==> config.mk <==
export PLATFORM = sky130hd
export DESIGN_NAME = rr_arbiter16
export DESIGN_NICKNAME = d
export VERILOG_FILES = /design/src/rtl/arb16_pkg.sv /design/src/rtl/rr_pick16.sv /design/src/rtl/rr_arbiter16.sv
export SDC_FILE = /design/constraint.sdc
export NUM_CORES = 1
export LEC_CHECK = 0
export ABC_AREA = 1
export CORE_ASPECT_RATIO = 1.25
export CORE_UTILIZATION = 45
export DETAILED_ROUTE_END_ITERATION = 6
export PLACE_DENSITY_LB_ADDON = 0.05
export SLEW_MARGIN = 20
export SYNTH_ARGS = -nofsm -noshare
export SYNTH_HDL_FRONTEND = slang
export SYNTH_SLANG_ARGS = --single-unit
==> constraint.sdc <==
create_clock -name clk -period 5.1 [get_ports clk]
set_input_delay 1.53 -clock clk [delete_from_list [all_inputs] [get_ports clk]]
set_output_delay 1.53 -clock clk [all_outputs]
set_load 0.02 [all_outputs]
==> src/rtl/arb16_pkg.sv <==
// Shared types and constants for the 16-way round-robin arbiter.
package arb16_pkg;

    localparam int unsigned NUM_REQ = 16;
    localparam int unsigned IDX_W   = 4;

    typedef logic [NUM_REQ-1:0] req_vec_t;
    typedef logic [IDX_W-1:0]   req_idx_t;

    typedef enum logic {
        ARB_IDLE  = 1'b0,
        ARB_GRANT = 1'b1
    } arb_state_e;

    // Priority pointer after a release: one past the released master, 15 wraps to 0.
    function automatic req_idx_t next_ptr(input req_idx_t idx);
        return idx + req_idx_t'(1);
    endfunction

endpackage

==> src/rtl/rr_pick16.sv <==
// Combinational round-robin pick: first set request at or after ptr (mod 16),
// returned one-hot plus encoded index, along with the OR of all requests.
module rr_pick16
    import arb16_pkg::*;
(
    input  logic [15:0] req,
    input  logic [3:0]  ptr,
    output logic [15:0] pick,
    output logic [3:0]  pick_idx,
    output logic        any
);

    logic [2*NUM_REQ-1:0] dbl;
    logic [2*NUM_REQ-1:0] shifted;
    req_vec_t             rot;
    req_idx_t             off;
    logic                 found;

    always_comb begin
        dbl     = {req, req};
        shifted = dbl >> ptr;
        rot     = shifted[NUM_REQ-1:0];
        found   = 1'b0;
        off     = '0;
        for (int unsigned i = 0; i < NUM_REQ; i++) begin
            if (!found && rot[i]) begin
                found = 1'b1;
                off   = req_idx_t'(i);
            end
        end
        // Offset is relative to ptr; 4-bit add rotates back to the absolute index.
        pick_idx = found ? req_idx_t'(off + ptr) : '0;
        pick     = found ? (req_vec_t'(1) << pick_idx) : '0;
    end

    assign any = |req;

endmodule

==> src/rtl/rr_arbiter16.sv <==
// Sixteen-way round-robin arbiter with grant held until done.
// Optional ARB_LOCK_EN adds a lock input that suppresses release while high.
module rr_arbiter16
    import arb16_pkg::*;
#(
    parameter int unsigned PTR_INIT = 0
) (
    input  logic        clk,
    input  logic        reset_n,
    input  logic [15:0] req,
    input  logic        done,
`ifdef ARB_LOCK_EN
    input  logic        lock,
`endif
    output logic        any_req,
    output logic [15:0] gnt,
    output logic        gnt_valid,
    output logic [3:0]  gnt_idx
);

    localparam req_idx_t PTR_RST = req_idx_t'(PTR_INIT);

    arb_state_e state_q, state_d;
    req_idx_t   ptr_q, ptr_d;
    req_vec_t   gnt_q, gnt_d;
    req_idx_t   gnt_idx_q, gnt_idx_d;
    logic       gnt_valid_q, gnt_valid_d;

    logic       release_now;
    req_idx_t   scan_ptr;
    req_vec_t   pick;
    req_idx_t   pick_idx;
    logic       pick_any;

`ifdef ARB_LOCK_EN
    assign release_now = (state_q == ARB_GRANT) && done && !lock;
`else
    assign release_now = (state_q == ARB_GRANT) && done;
`endif

    // The released master's successor takes priority in the same cycle, so the
    // picker sees the updated pointer before it is registered.
    assign scan_ptr = release_now ? next_ptr(gnt_idx_q) : ptr_q;

    rr_pick16 u_pick (
        .req      (req),
        .ptr      (scan_ptr),
        .pick     (pick),
        .pick_idx (pick_idx),
        .any      (pick_any)
    );

    always_comb begin
        state_d     = state_q;
        ptr_d       = ptr_q;
        gnt_d       = gnt_q;
        gnt_idx_d   = gnt_idx_q;
        gnt_valid_d = gnt_valid_q;
        unique case (state_q)
            ARB_IDLE: begin
                if (pick_any) begin
                    gnt_d       = pick;
                    gnt_idx_d   = pick_idx;
                    gnt_valid_d = 1'b1;
                    state_d     = ARB_GRANT;
                end
            end
            ARB_GRANT: begin
                if (release_now) begin
                    ptr_d = scan_ptr;
                    if (pick_any) begin
                        gnt_d       = pick;
                        gnt_idx_d   = pick_idx;
                        gnt_valid_d = 1'b1;
                    end else begin
                        gnt_d       = '0;
                        gnt_idx_d   = '0;
                        gnt_valid_d = 1'b0;
                        state_d     = ARB_IDLE;
                    end
                end
            end
            default: begin
                state_d     = ARB_IDLE;
                gnt_d       = '0;
                gnt_idx_d   = '0;
                gnt_valid_d = 1'b0;
            end
        endcase
    end

    always_ff @(posedge clk or negedge reset_n) begin
        if (!reset_n) begin
            state_q     <= ARB_IDLE;
            ptr_q       <= PTR_RST;
            gnt_q       <= '0;
            gnt_idx_q   <= '0;
            gnt_valid_q <= 1'b0;
        end else begin
            state_q     <= state_d;
            ptr_q       <= ptr_d;
            gnt_q       <= gnt_d;
            gnt_idx_q   <= gnt_idx_d;
            gnt_valid_q <= gnt_valid_d;
        end
    end

    assign any_req   = pick_any;
    assign gnt       = gnt_q;
    assign gnt_valid = gnt_valid_q;
    assign gnt_idx   = gnt_idx_q;

endmodule

==> results of run 1 <==
-- per-layer routing --
layer | wire (um) | vias to the layer above
met5 | 0 | -
met4 | 340 | 0
met3 | 203 | 24
met2 | 4050 | 71
met1 | 2920 | 1306
li1 | - | 1416
-- sequential cells by signal, summed over array words and instances, names as in the netlist --
| signal | count |
|---|---|
| gnt_idx | 4 |
| state_q | 1 |
| gnt_valid | 1 |
| gnt | 16 |
| ptr_q | 4 |
-- area by class of cell --
class	count	area [um2]	area share, %
repair buffers	90	815	22.3
multi-input cells	299	1930	52.8
clock inverters	1	30.0	0.822
flip-flops and latches	26	651	17.8
well taps	64	80.1	2.19
clock buffers	3	41.3	1.13
inverters	27	109	2.98
-- critical path: stages --
cell             delay [ns]
clkdlybuf4s50_1        0.45
nor4_1                 0.37
nand2_1                0.08
nor3_1                 0.14
nand2_1                0.19
clkdlybuf4s50_1        0.59
-- cell families after synthesis --
kind of cell               synth area share (%)
and+or+nand+nor                            53.2
buffers and inverters                      7.85
AOI/OAI and AO/OA                          8.54
DFF                                        25.5
adders and majority gates                  2.75
xor gates and xnor gates                   1.37
muxes                                     0.785
-- power breakdown --
| group | total, mW | internal [mW] | switching, mW |
|---|---|---|---|
| Sequential | 0.312 | 0.266 | 0.0455 |
| Combinational | 2.43 | 0.998 | 1.43 |
| Clock | 0.170 | 0.105 | 0.0647 |
-- through the flow --
| step | area [um2] | setup TNS [ns] | std cells |
|---|---|---|---|
| 2_1_floorplan | 2550 | 0 | 364 |
| 3_3_place_gp | 3320 | -6.90 | 502 |
| 3_5_place_dp | 3320 | -8.34 | 502 |
| 4_1_cts | 3430 | 0 | 507 |
| 5_1_grt | 3650 | 0 | 510 |
| 6_report | 3650 | 0 | 510 |
-- placed cells by master, fill, tap and decap left out, drive strengths merged, types with 4 or more instances in the layout --
cell type      count
o21ai             11
ha                 4
a21oi              5
nand4             13
a31oi              4
nor2              20
buf               50
nand2            118
clkbuf             4
dfrtp             26
nand3            100
inv               27
clkdlybuf4s50     39
-- final timing paths --
kind	end	slack, ns	cells after the start
setup / recovery	any_req	0.21	6
hold / removal	gnt_valid$_DFFE_PN0P_	0.48	2
setup reg to reg	gnt[3]$_DFFE_PN0P_	0.94	24
hold reg to reg	gnt_valid$_DFFE_PN0P_	0.48	2
max in group asynchronous	gnt[0]$_DFFE_PN0P_	2.85	2
min in group asynchronous	gnt[10]$_DFFE_PN0P_	1.64	1
-- repair_timing --
item | CTS | global route
gates resized for setup | 8 | 46
hold buffers | 0 | 0
endpoints found under the setup margin | 18 | 18
buffers inserted | 1 | 3
gates cloned | 0 | 0
pin swaps | 1 | 6
==> out/qor.txt, run 1 <==
top cells by area, synth - dfrtp_1 (26%), nand3_1 (17%), nand2_1 (16%)
Final ANT Viol Nets - 0
Post-Synthesis Cells - 364
Filler Cell Count - 478
met1 Use GR - 26.6%
routed vias - 2,817
total power - 2.91 mW
top post-synthesis cells by count - nand2_1 (106), nand3_1 (85), dfrtp_1 (26)
IO Port Bufs - 40
post-layout min period - 4.89 ns
Max-Cap Viols - 0
Core Util, Final - 67.1%
R2R Path Start - gnt_idx[0]$_DFFE_PN0P_
Clock Tree Buf Depth - 2
WHS - 0.482 ns
Post-Place Worst Slack - -0.599 ns
crit path launch - req[5]
fin crit share - 95.9%
drt total wl - 7.51 mm
vias in the first global route - 2,622
Syn Area/Cell - 7.01 um2
initial antenna violation count - 0
worst-margin pin slew - 0.619 ns
Yosys top cell by area - dfrtp_1
largest net degree at the start of global routing - 25
main flop type after synthesis - dfrtp_1
GR Util met3 - 1.53%
Pre-antenna DRT Iters - 4
asr flop ratio synth - 100%
CTS H-Tree Depth - 1
worst hold path class - register to register
CTS tree - done
CTS Root Cell - clkbuf_8
Max Fanout on Critical Path - 4
row count - 30
DR vias/cell - 5.52
Seq cells post-synth - 26
clk slew on worst S/H paths - 0.09 ns
final-report hold violation count - 0
global-route wire length before repair - 11.9 mm
Layout Nets - 471
Unique masters post-synth - 46
Placeable Area - 5440 um2
Final WS setup - 0.212 ns
mean routed wirelength per cell - 14.7 um
hold_sp - gnt_valid$_DFFE_PN0P_
Crit. End Element - primary output
status - finished clean
Slew Limit Headroom - 58.6%
Worst Path Class, Setup - primary input to primary output
overflow left after global routing - 0
top cell type's share of synthesized area - 25.5%
fmax - 0.205 GHz
Max Slew Vio Count - 0
Worst Setup Start Kind - primary input
Initial DRC Count - 162
RSZ-0062 raised after global routing - no
met2 usage - 46.9%
Ys Warns - 0
drt drc - 0
Die Height - 86.2 um
Post-DP HPWL - 5.88 mm
CTS Sinks - 26
Synth-to-Final Area Change - 43.3%
TritonCTS Buffers - 3
starting density of the core - 46.9%
Pleak - 1.77 nW
Final Wtd Congestion - 0.933
ratio of cells with drive above 1 in the final layout - 30.5%
global routing's busiest layer - met2
CP required - 3.57 ns
gr usage total - 24.7%
Top Ports - 41
critical path data arrival time - 3.36 ns
clock skew - 0.00415 ns
area of the die - 5970 um2
mapped cell area - 2550 um2
die width - 69.3 um
sequential area share after synthesis - 25.5%
count leader, synth - nand2_1
Ant. Diodes - 0
maximum vdd drop - 0.530 mV
Clk Latency, worst-skew pair - 0.27 ns
Post-synth EDFFs - 0
PD cells - 797 nW/um2
# setup viols final - 0
syn_nets - 388
No activity file was read; power rests on OpenSTA's default activity.
==> run 2, diff against run 1 <==
Settings changed: CORE_MARGIN set to 4.
==> out/qor.txt, run 2 (synthesis gave the netlist of run 1 again) <==
CP required - 5.32 ns
Initial DRC Count - 143
Final Wtd Congestion - 0.939
Core Util, Final - 63.9%
reg2reg end - gnt[4]$_DFFE_PN0P_
clock network power share - 5.9%
area of the die - 6940 um2
Pre-antenna DRT Iters - 4
overflow left after global routing - 0
Clk Latency, worst-skew pair - 0.27 ns
global routing's busiest layer - met2
Max Fanout on Critical Path - 16
switch share - 53.3%
Min-Delay Path Depth - 2
Net Sw Power - 1.54 mW
met2 usage - 47.0%
TritonCTS Buffers - 3
Non-Filler Instances - 510
Slew Limit Headroom - 41.8%
placed cells - 504
CTS Sinks - 26
starting density of the core - 46.5%
Clock Tree Buf Depth - 2
Pint - 1.34 mW
R2R Path Start - gnt_idx[0]$_DFFE_PN0P_
CTS tree - done
drt total wl - 7.88 mm
Pleak - 1.72 nW
Placeable Area - 5480 um2
Ant. Diodes - 0
fin crit share - 95.7%
Final ANT Viol Nets - 0
worst-margin pin slew - 0.870 ns
die width - 75.3 um
Sequential Power Share - 10.7%
CTS H-Tree Depth - 1
hold_sp - gnt[1]$_DFFE_PN0P_
Post-DP HPWL - 6.36 mm
gr usage total - 23.9%
vias in the first global route - 2,791
max incr delay on CP - 0.24 ns
Max stage delay cell, worst path - ha_1
R2R setup slack - 0.92 ns
global-route wire length before repair - 12.9 mm
Die Height - 92.2 um
PD cells - 823 nW/um2
clk slew on worst S/H paths - 0.09 ns
clock skew - 0.00919 ns
combinational share of power - 83.4%
GR Util met3 - 1.32%
Top delay family on crit path - simple AND/OR/NAND/NOR gates
Synth-to-Final Area Change - 37.2%
routed vias - 2,827
mean routed wirelength per cell - 15.5 um
Hold Buf Count CTS - 0
Max Slew Vio Count - 0
max reg flops - 16
critical path data arrival time - 5.10 ns
Worst Path Buf+Inv - 4
WHS - 0.485 ns
# setup viols final - 0
Layout Nets - 471
most frequent cells in the layout - nand2_1 (104), nand3_1 (85), buf_4 (46)
post-layout min period - 4.88 ns
most common cell after layout, fill and taps aside - nand2_1
maximum vdd drop - 0.582 mV
CTS Root Cell - clkbuf_8
status - finished clean
Top Ports - 41
Hold Crit Endpoint - gnt[1]$_DFFE_PN0P_
initial antenna violation count - 0
drt drc - 0
cell count of the worst reg-to-reg path - 24
met1 Use GR - 25.1%
IO Port Bufs - 40
setup TNS - 0 ns
final-report hold violation count - 0
post-route cell area - 3500 um2
largest net degree at the start of global routing - 20
fmax - 0.205 GHz
Worst Setup Start Kind - primary input
worst hold path class - register to register
placed inst area - 3330 um2
Worst Path Class, Setup - primary input to register
Crit. End Element - register
DR vias/cell - 5.54
row count - 30
Max-Cap Viols - 0
ratio of cells with drive above 1 in the final layout - 24.7%
[run 2: what timing repair did]
action / CTS / global route
endpoints found under the setup margin: 17 / 18
buffers inserted: 0 / 1
pin swaps: 2 / 4
cloned: 0 / 1
endpoints found under the hold margin: 0 / 0
resized for setup: 10 / 12
[run 2: power by group through the flow]
stage	Sequential (mW)	Combinational (mW)	Clock (mW)
3_3_place_gp	0.309	2.18	0
4_1_cts	0.307	2.30	0.173
3_5_place_dp	0.310	2.21	0
5_1_grt	0.315	2.64	0.182
6_report	0.308	2.40	0.169
2_1_floorplan	0.349	1.38	0
[run 2: worst reg2reg max path: cells and delay by family, from the launching register on]
family                   cells  cell delay [ns]
AO/OA/AOI/OAI                3             0.45
flip-flops                   1             0.47
XOR/XNOR                     2             0.58
AND/OR/NAND/NOR             14             1.52
buffers and inverters        2             0.24
adder cells (fa/ha/maj)      3             0.83
[run 2: layer usage]
| metal | share of wire (%) | wire (um) |
|---|---|---|
| met5 | 0 | 0 |
| met2 | 56 | 4450 |
| met4 | 3.2 | 254 |
| met3 | 2.5 | 200 |
| met1 | 38 | 2980 |
[run 2: metrics by stage]
| stage | setup WS [ns] | total power [mW] |
|---|---|---|
| floorplan | 0.359 | 1.73 |
| global placement | -0.445 | 2.49 |
| detailed placement | -0.507 | 2.52 |
| CTS | 0.0333 | 2.78 |
| global route | -0.0333 | 3.14 |
| finish | 0.217 | 2.88 |
[run 2: final cells by class]
type / count / area [um2]
fillers: 498 / 1980
multi-input cells: 300 / 1790
repair buffers: 89 / 801
flip-flops and latches: 26 / 651
inverters: 27 / 106
well taps: 64 / 80.1
clock buffers: 3 / 41.3
clock inverters: 1 / 30.0
[run 2: worst max path at each step]
stage	from	end	slack, ns	cells after the start
floorplan	done	gnt[0]$_DFFE_PN0P_	0.36	26
global placement	done	gnt[3]$_DFFE_PN0P_	-0.44	23
detailed placement	done	gnt[0]$_DFFE_PN0P_	-0.51	24
CTS	done	gnt[13]$_DFFE_PN0P_	0.03	27
global route	done	gnt[4]$_DFFE_PN0P_	-0.03	28
finish	done	gnt[13]$_DFFE_PN0P_	0.22	26
==> run 3, diff against run 2 <==
--- a/config.mk
+++ b/config.mk
@@ -11,2 +11,3 @@
 export CORE_UTILIZATION = 45
+export CTS_BUF_LIST = sky130_fd_sc_hd__clkbuf_8
 export DETAILED_ROUTE_END_ITERATION = 6
--- a/constraint.sdc
+++ b/constraint.sdc
@@ -3,2 +3,2 @@
 set_output_delay 1.53 -clock clk [all_outputs]
-set_load 0.02 [all_outputs]
+set_load 0.005 [all_outputs]
==> results of run 3 <==
Same layout as run 2 (identical final DEF). Status: finished clean.
Main changes from that run: total power 2.88 mW -> 2.84 mW; worst IR drop on VDD 0.582 mV -> 0.569 mV
